==> config.mk <==
export PLATFORM = sky130hd
export DESIGN_NAME = mem_port_arbiter
export DESIGN_NICKNAME = d
export VERILOG_FILES = /design/src/rtl/mips_arb_pkg.sv /design/src/rtl/arb_pick2.sv /design/src/rtl/mem_port_arbiter.sv
export SDC_FILE = /design/constraint.sdc
export NUM_CORES = 1
export LEC_CHECK = 0
export CAP_MARGIN = 25
export CELL_PAD_IN_SITES_DETAIL_PLACEMENT = 0
export CELL_PAD_IN_SITES_GLOBAL_PLACEMENT = 1
export CORE_MARGIN = 5
export CORE_UTILIZATION = 30
export CTS_CLUSTER_DIAMETER = 80
export DETAILED_ROUTE_END_ITERATION = 6
export GPL_TIMING_DRIVEN = 0
export PLACE_DENSITY = 0.83
export RECOVER_POWER = 50
export SYNTH_ARGS = -nofsm -noshare
export SYNTH_HDL_FRONTEND = slang
export SYNTH_SLANG_ARGS = --single-unit
==> constraint.sdc <==
create_clock -name clk -period 5.67 [get_ports clk]
set_clock_uncertainty 0.15 [all_clocks]
set_input_delay 0.8505 -clock clk [delete_from_list [all_inputs] [get_ports clk]]
set_output_delay 0.8505 -clock clk [all_outputs]
set_load 0.1 [all_outputs]
==> src/rtl/mips_arb_pkg.sv <==
// Shared types and constants for the MIPS memory-port arbiter.
package mips_arb_pkg;
  localparam int ARB_DATA_W = 32;

  localparam logic REQ_IF = 1'b0;
  localparam logic REQ_LS = 1'b1;

  typedef enum logic {IDLE, WAIT} arb_state_t;
endpackage

==> src/rtl/arb_pick2.sv <==
// Combinational two-way winner pick. ARB_ROUND_ROBIN_EN selects round-robin
// tie-break on last_gnt; otherwise load/store wins every tie.
import mips_arb_pkg::*;

module arb_pick2 (
  input  logic req_0,
  input  logic req_1,
`ifdef ARB_ROUND_ROBIN_EN
  input  logic last_gnt,
`endif
  output logic gnt
);
  always_comb begin
    gnt = REQ_IF;
    if (req_1 && !req_0) begin
      gnt = REQ_LS;
    end else if (req_0 && req_1) begin
`ifdef ARB_ROUND_ROBIN_EN
      gnt = ~last_gnt;
`else
      gnt = REQ_LS;
`endif
    end
  end
endmodule

==> src/rtl/mem_port_arbiter.sv <==
// Shares one memory port between fetch (0) and load/store (1) with a
// req/ready handshake and timeout abort. Tie policy set by ARB_ROUND_ROBIN_EN.
import mips_arb_pkg::*;

module mem_port_arbiter #(
  parameter int DATA_W  = ARB_DATA_W,
  parameter int TIMEOUT = 15
) (
  input  logic              clk,
  input  logic              rst_n,
  input  logic              req_0,
  input  logic              req_1,
  input  logic [DATA_W-1:0] addr_0,
  input  logic [DATA_W-1:0] addr_1,
  input  logic [DATA_W-1:0] wdata_0,
  input  logic [DATA_W-1:0] wdata_1,
  input  logic              we_0,
  input  logic              we_1,
  output logic              sel,
  output logic              mem_req,
  output logic [DATA_W-1:0] mem_addr,
  output logic [DATA_W-1:0] mem_wdata,
  output logic              mem_we,
  input  logic              mem_ready,
  input  logic [DATA_W-1:0] mem_rdata,
  output logic [DATA_W-1:0] rdata,
  output logic              done_0,
  output logic              done_1,
  output logic              err_0,
  output logic              err_1
);
  localparam logic [7:0] TO_LIM = 8'(TIMEOUT);

  arb_state_t state;
  logic [7:0] cnt;
  logic       gnt;

`ifdef ARB_ROUND_ROBIN_EN
  logic last_gnt;

  arb_pick2 u_pick (
    .req_0    (req_0),
    .req_1    (req_1),
    .last_gnt (last_gnt),
    .gnt      (gnt)
  );
`else
  arb_pick2 u_pick (
    .req_0 (req_0),
    .req_1 (req_1),
    .gnt   (gnt)
  );
`endif

  always_ff @(posedge clk or negedge rst_n) begin
    if (!rst_n) begin
      state     <= IDLE;
      sel       <= REQ_IF;
      mem_req   <= 1'b0;
      mem_addr  <= '0;
      mem_wdata <= '0;
      mem_we    <= 1'b0;
      rdata     <= '0;
      done_0    <= 1'b0;
      done_1    <= 1'b0;
      err_0     <= 1'b0;
      err_1     <= 1'b0;
      cnt       <= '0;
`ifdef ARB_ROUND_ROBIN_EN
      last_gnt  <= REQ_LS;
`endif
    end else begin
      done_0 <= 1'b0;
      done_1 <= 1'b0;
      err_0  <= 1'b0;
      err_1  <= 1'b0;
      case (state)
        IDLE: begin
          if (req_0 || req_1) begin
            sel       <= gnt;
            mem_addr  <= (gnt == REQ_LS) ? addr_1  : addr_0;
            mem_wdata <= (gnt == REQ_LS) ? wdata_1 : wdata_0;
            mem_we    <= (gnt == REQ_LS) ? we_1    : we_0;
            mem_req   <= 1'b1;
            cnt       <= '0;
            state     <= WAIT;
`ifdef ARB_ROUND_ROBIN_EN
            last_gnt  <= gnt;
`endif
          end
        end
        WAIT: begin
          // A ready on the final timeout cycle still counts as a completion.
          if (mem_ready) begin
            rdata   <= mem_rdata;
            done_0  <= (sel == REQ_IF);
            done_1  <= (sel == REQ_LS);
            mem_req <= 1'b0;
            state   <= IDLE;
          end else if (cnt == TO_LIM) begin
            rdata   <= '0;
            done_0  <= (sel == REQ_IF);
            done_1  <= (sel == REQ_LS);
            err_0   <= (sel == REQ_IF);
            err_1   <= (sel == REQ_LS);
            mem_req <= 1'b0;
            state   <= IDLE;
          end else begin
            cnt <= cnt + 8'd1;
          end
        end
        default: state <= IDLE;
      endcase
    end
  end
endmodule

## Word level (Yosys, flattened, before mapping)

Index checks and enable logic that the tools add are counted.

- $add $sub $neg: 1
- Equality and inequality tests: 5
- Muxes and demuxes: 29
- Bitwise operators: 2
- Reduce and logical (&&, ||, !) cells: 9

Operators by type and width:

| operator | number |
|---|---|
| 32-bit 2-to-1 mux | 4 |
| 8-bit 2-to-1 mux | 3 |
| 1-bit 2-to-1 mux | 19 |
| 8-bit one-hot mux with 2 select lines | 1 |
| 8-bit by 1-bit adder with 8-bit output (second input constant) | 1 |
| 8-bit by 4-bit == test with 1-bit output (second input constant) | 1 |
| 2-bit inequality test (second input constant) | 3 |
| 2-bit AND reduction | 3 |
| 1-bit one-hot mux with 2 select lines | 2 |
| 3-bit by 2-bit inequality test with 1-bit output (second input constant) | 1 |
| 3-bit AND reduction | 1 |
| 1-bit logical AND | 2 |
| 1-bit inverter | 2 |
| 2-bit nonzero test | 1 |
| 1-bit zero test | 1 |
| 1-bit logical OR | 1 |

- Bits in registers: 112
- Input bits: 167
- Output and inout bits: 103
- Logic and storage cells: 58

## Longest topological paths before layout

- Depth in word-level cells: 4
- Depth in mapped cells: 7
- Gate-level depth less buffers: 6

## Hierarchy

From an unflattened synthesis, not the netlist that was laid out.

- Cells, all modules: 422
- Area, all modules: 4794.6 sq um

By module, submodules not included:

| module | instances | cells an instance | area an instance (sq um) | seq. area each (sq um) |
|---|---|---|---|---|
| mem_port_arbiter | 1 | 421 | 4790.8 | 2802.7 |
| arb_pick2 | 1 | 1 | 3.8 | 0.0 |

## Least setup slack after synthesis

OpenSTA, ideal clock, no wires.

- Path type: input to register
- Start: input port req_1
- End: register mem_addr[0]
- Library setup time: 0.083 ns
- Data arrival time: 1.943 ns
- Data required time: 5.437 ns
- Slack: 3.494 ns
- Cell stages on the path: 6
- Path buffers: 3
- Cell sequence: buf_4 > o21ai_2 > clkbuf_1 > clkbuf_1 > nand2_1 > o21ai_0

- Longest elaborated chain between the ends: 4
- Elaborated cells on any way between the ends: 7
- Classes of those cells: 3 x mux; 4 x reduce/logical

Ends and longest elaborated chain:

| what | line | text |
|---|---|---|
| from (decl) | mem_port_arbiter.sv:12 | `input logic req_1,` |
| 1-bit logical AND | arb_pick2.sv:17 | `end else if (req_0 && req_1) begin` |
| 1-bit 2-to-1 mux | arb_pick2.sv:17 |  |
| 1-bit 2-to-1 mux | arb_pick2.sv:15 | `if (req_1 && !req_0) begin` |
| 32-bit 2-to-1 mux | mem_port_arbiter.sv:81 | `mem_addr <= (gnt == REQ_LS) ? addr_1 : addr_0;` |
| to (signal assigned) | mem_port_arbiter.sv:81 |  |
| to (decl) | mem_port_arbiter.sv:21 | `output logic [DATA_W-1:0] mem_addr,` |

Parallel ways exist; a longest one is shown, timed or not.
A chain may end at the register's enable or synchronous reset.

## Worst setup path after layout

- Start: input port req_0
- End: register mem_wdata[10]

- Longest elaborated chain between the ends: 4
- Elaborated cells on any way between the ends: 8
- Classes of those cells: 3 x mux; 5 x reduce/logical

Ends and longest elaborated chain:

| what | line | text |
|---|---|---|
| from (decl) | mem_port_arbiter.sv:11 | `input logic req_0,` |
| 1-bit logical AND or 1-bit zero test (tied branches) | arb_pick2.sv:17, arb_pick2.sv:15 |  |
| 1-bit 2-to-1 mux or 1-bit logical AND (tied branches) | arb_pick2.sv:17, arb_pick2.sv:15 |  |
| 1-bit 2-to-1 mux | arb_pick2.sv:15 |  |
| 32-bit 2-to-1 mux | mem_port_arbiter.sv:82 | `mem_wdata <= (gnt == REQ_LS) ? wdata_1 : wdata_0;` |
| to (signal assigned) | mem_port_arbiter.sv:82 |  |
| to (decl) | mem_port_arbiter.sv:22 | `output logic [DATA_W-1:0] mem_wdata,` |

Parallel ways exist; a longest one is shown, timed or not.

==> impl_metrics.json <==
{
  "outcome": "complete, but fails checks",
  "violations": "capacitance limit, slew limit",
  "synth-simple-area-share_pct": 8.641,
  "ys_types": 35,
  "initial_core_util_pct": 30.30,
  "total_power_mw": 4.813,
  "synth-xor-area-share_pct": 0,
  "tritoncts.num_buffers": 9,
  "first_global_vias": 4443,
  "ys.flop_type": "dfrtp_1",
  "multi_input_area_um2": 1807,
  "layout-drive-gt1-share_pct": 3.972,
  "drt_iter0_markers": 123,
  "end_kind": "flop",
  "drv_cap": 1,
  "wl_per_cell_um": 17.68,
  "yosys_warnings": 0,
  "cts_hold_buf": 0,
  "rsz0062_at_grt": "no",
  "vias": 4321,
  "area_delta_synth_final_pct": 67.82,
  "crit_chain": "dlygate4sd3_1 -> o21ai_0 -> clkbuf_1 -> clkbuf_1 -> o21ai_0",
  "cts-htree-levels": 3,
  "worst_pin_slew_ns": 2.640,
  "worstSetupPathType": "in -> reg",
  "numPortBuffers": 268,
  "fin_tns_setup_ns": 0,
  "core_area_um2": 15770,
  "grt_usage_pct": 17.30,
  "post_cts_buffers": 0,
  "synth_area_leaders": "dfrtp_1 (59%), mux2i_1 (14%), o21ai_0 (7.0%)",
  "cts.clk_slew.worst_paths_ns": 0.07,
  "synth_area_leader_cell": "dfrtp_1",
  "cp_slowest_cell": "o21ai_0",
  "cts_tree": "done",
  "drc_errors": 0,
  "die_w_um": 136.2,
  "relSlewSlack_pct": -75.98,
  "die_y_um": 136.2,
  "synth_adder_area_share_pct": 0.2618,
  "netlist.area_leader.share_pct": 58.65,
  "clockBufferDepth": 2,
  "fmax_mhz": 276.3,
  "hold_viol_final": 0,
  "placed_cell_area_um2": 7756,
  "path_delay_family": "buffers and inverters",
  "grt_pass1_wl_um": 24650,
  "ys_ff_latch": 112,
  "synth_compound_area_share_pct": 15.29,
  "synth.mux.area_fraction_pct": 13.83,
  "critPathBufInv": 3,
  "p_leak_nw": 3.532,
  "slew_viol_final": 48,
  "hold_ws_ns": 0.3286,
  "grt_remaining_overflow": 0,
  "crit_arrival_ns": 3.68,
  "period_needed_ns": 3.620,
  "die_area_um2": 18550,
  "num-nets-final": 868,
  "hold_path_class": "reg -> reg",
  "setup_viol": 0,
  "worstSetupStartpointType": "primary input",
  "register_area_um2": 2803,
  "clk_latency_ns": 0.34,
  "syn-num-nets": 588,
  "clockRootBuffer": "clkbuf_16",
  "synthArstFlopShare_pct": 100.0,
  "synth_area_per_cell_um2": 11.38,
  "io_pins": 270,
  "numClockSinks": 112,
  "antenna_found_initial": 0,
  "firstDrtPassIters": 4,
  "place_congestion": 0.7857,
  "ant_nets": 0,
  "synth_top_family_by_area": "compound AO/OA/AOI/OAI gates",
  "grt_max_degree": 66,
  "viasPerCell": 4.692,
  "drt_wl_total_um": 16290,
  "fp-row-count": 46,
  "cts_resized": 0,
  "synth_area_um2": 4778,
  "finish.instance_area_um2": 8019,
  "crit_fanout": 10,
  "synth-edff-count": 0,
  "syn_inst": 420,
  "nFillCells": 1443,
  "ir_drop_uv": 266.2,
  "power_density_nw_per_um2": 600.2,
  "min_period_over_period_pct": 63.84,
  "diodes": 0,
  "dpl.hpwl_um": 13130,
  "seq_area_frac_synth_pct": 58.65,
  "slowest_delay_ns": 1.10,
  "worstPathRequired_ns": 5.73
}
[sequential cells by signal, indices dropped and copies added, names as in the netlist, 8 cells and up]
signal,count
mem_addr,32
mem_wdata,32
rdata,32
cnt,8
[layout by cell type (no fill, tap or decap), drive strengths merged, types with 2 or more instances in the layout]
cell / count
a22o: 32
a31oi: 2
and2: 2
and3: 5
buf: 7
clkbuf: 38
clkdlybuf4s50: 261
clkinv: 4
dfrtp: 112
dlygate4sd3: 6
inv: 2
mux2i: 66
nand2: 70
nand3: 5
nor2: 6
nor4: 2
o21ai: 70
[per-stage QoR]
step                worst slack [ns]  cells  util (%)
floorplan                      3.494    420         -
global placement             -0.6734    904     49.02
detailed placement             2.354    905     49.18
CTS                            2.723    921     51.05
global route                   1.747    921     50.85
finish                         2.050    921     50.85
[cell usage after synthesis (2+ instances only)]
master	number
buf_4	2
a31oi_1	2
nand3_1	5
o21ai_0	67
and3_1	5
dfrtp_1	112
nor4_1	2
a22o_1	32
clkbuf_1	20
nor2_1	5
o21ai_2	2
nand2_1	70
mux2i_1	66
buf_2	8
inv_1	2
[cell families (layout without fill, tap and decap cells)]
logic type	after synthesis	in the layout
compound gates	112	112
fa+ha+maj	1	1
buf+inv	34	319
flops	112	112
mux	66	66
simple gates	95	95
[per-layer routing]
metal | track usage [%] | vias up | wire [um]
li1 | - | 2047 | -
met1 | 20.25 | 2059 | 6348
met2 | 29.64 | 202 | 8034
met3 | 6.255 | 13 | 1720
met4 | 5.375 | 0 | 182
met5 | 0 | - | 0
[path summary, 6_finish.rpt]
kind / from / endpoint / slack [ns] / cells after the start
worst min register to register: mem_addr[15] / mem_addr[15] / 0.33 / 2
worst max-delay path: req_0 / mem_wdata[10] / 2.05 / 5
worst max register to register: state / mem_wdata[10] / 3.09 / 6
worst min-delay path: mem_addr[15] / mem_addr[15] / 0.33 / 2
min in group asynchronous: rst_n / mem_wdata[8] / 1.17 / 1
max in group asynchronous: rst_n / mem_wdata[19] / 2.69 / 1
[where the power goes]
part	switching, mW	leakage (nW)	internal (mW)
Clock	0.290	0.149	0.335
Sequential	0.162	1.39	1.06
Combinational	2.28	1.99	0.681
[worst register-to-register path, stage by stage (launching register included)]
cell and delay, ns:
dfrtp_1 0.32, buf_4 0.15, inv_1 0.12, o21ai_0 0.55, clkbuf_1 0.54, clkbuf_1 0.45
o21ai_0 0.17
[layout make-up]
cell class | instances | area share (%)
Clock inverter | 4 | 0.3433
Multi-Input combinational cell | 274 | 22.53
Inverter | 3 | 0.1560
Buffer | 31 | 1.607
Timing Repair Buffer | 269 | 33.72
Tap cell | 216 | 3.370
Sequential cell | 112 | 34.95
Clock buffer | 12 | 3.323
Power figures use the tool's default switching activity.
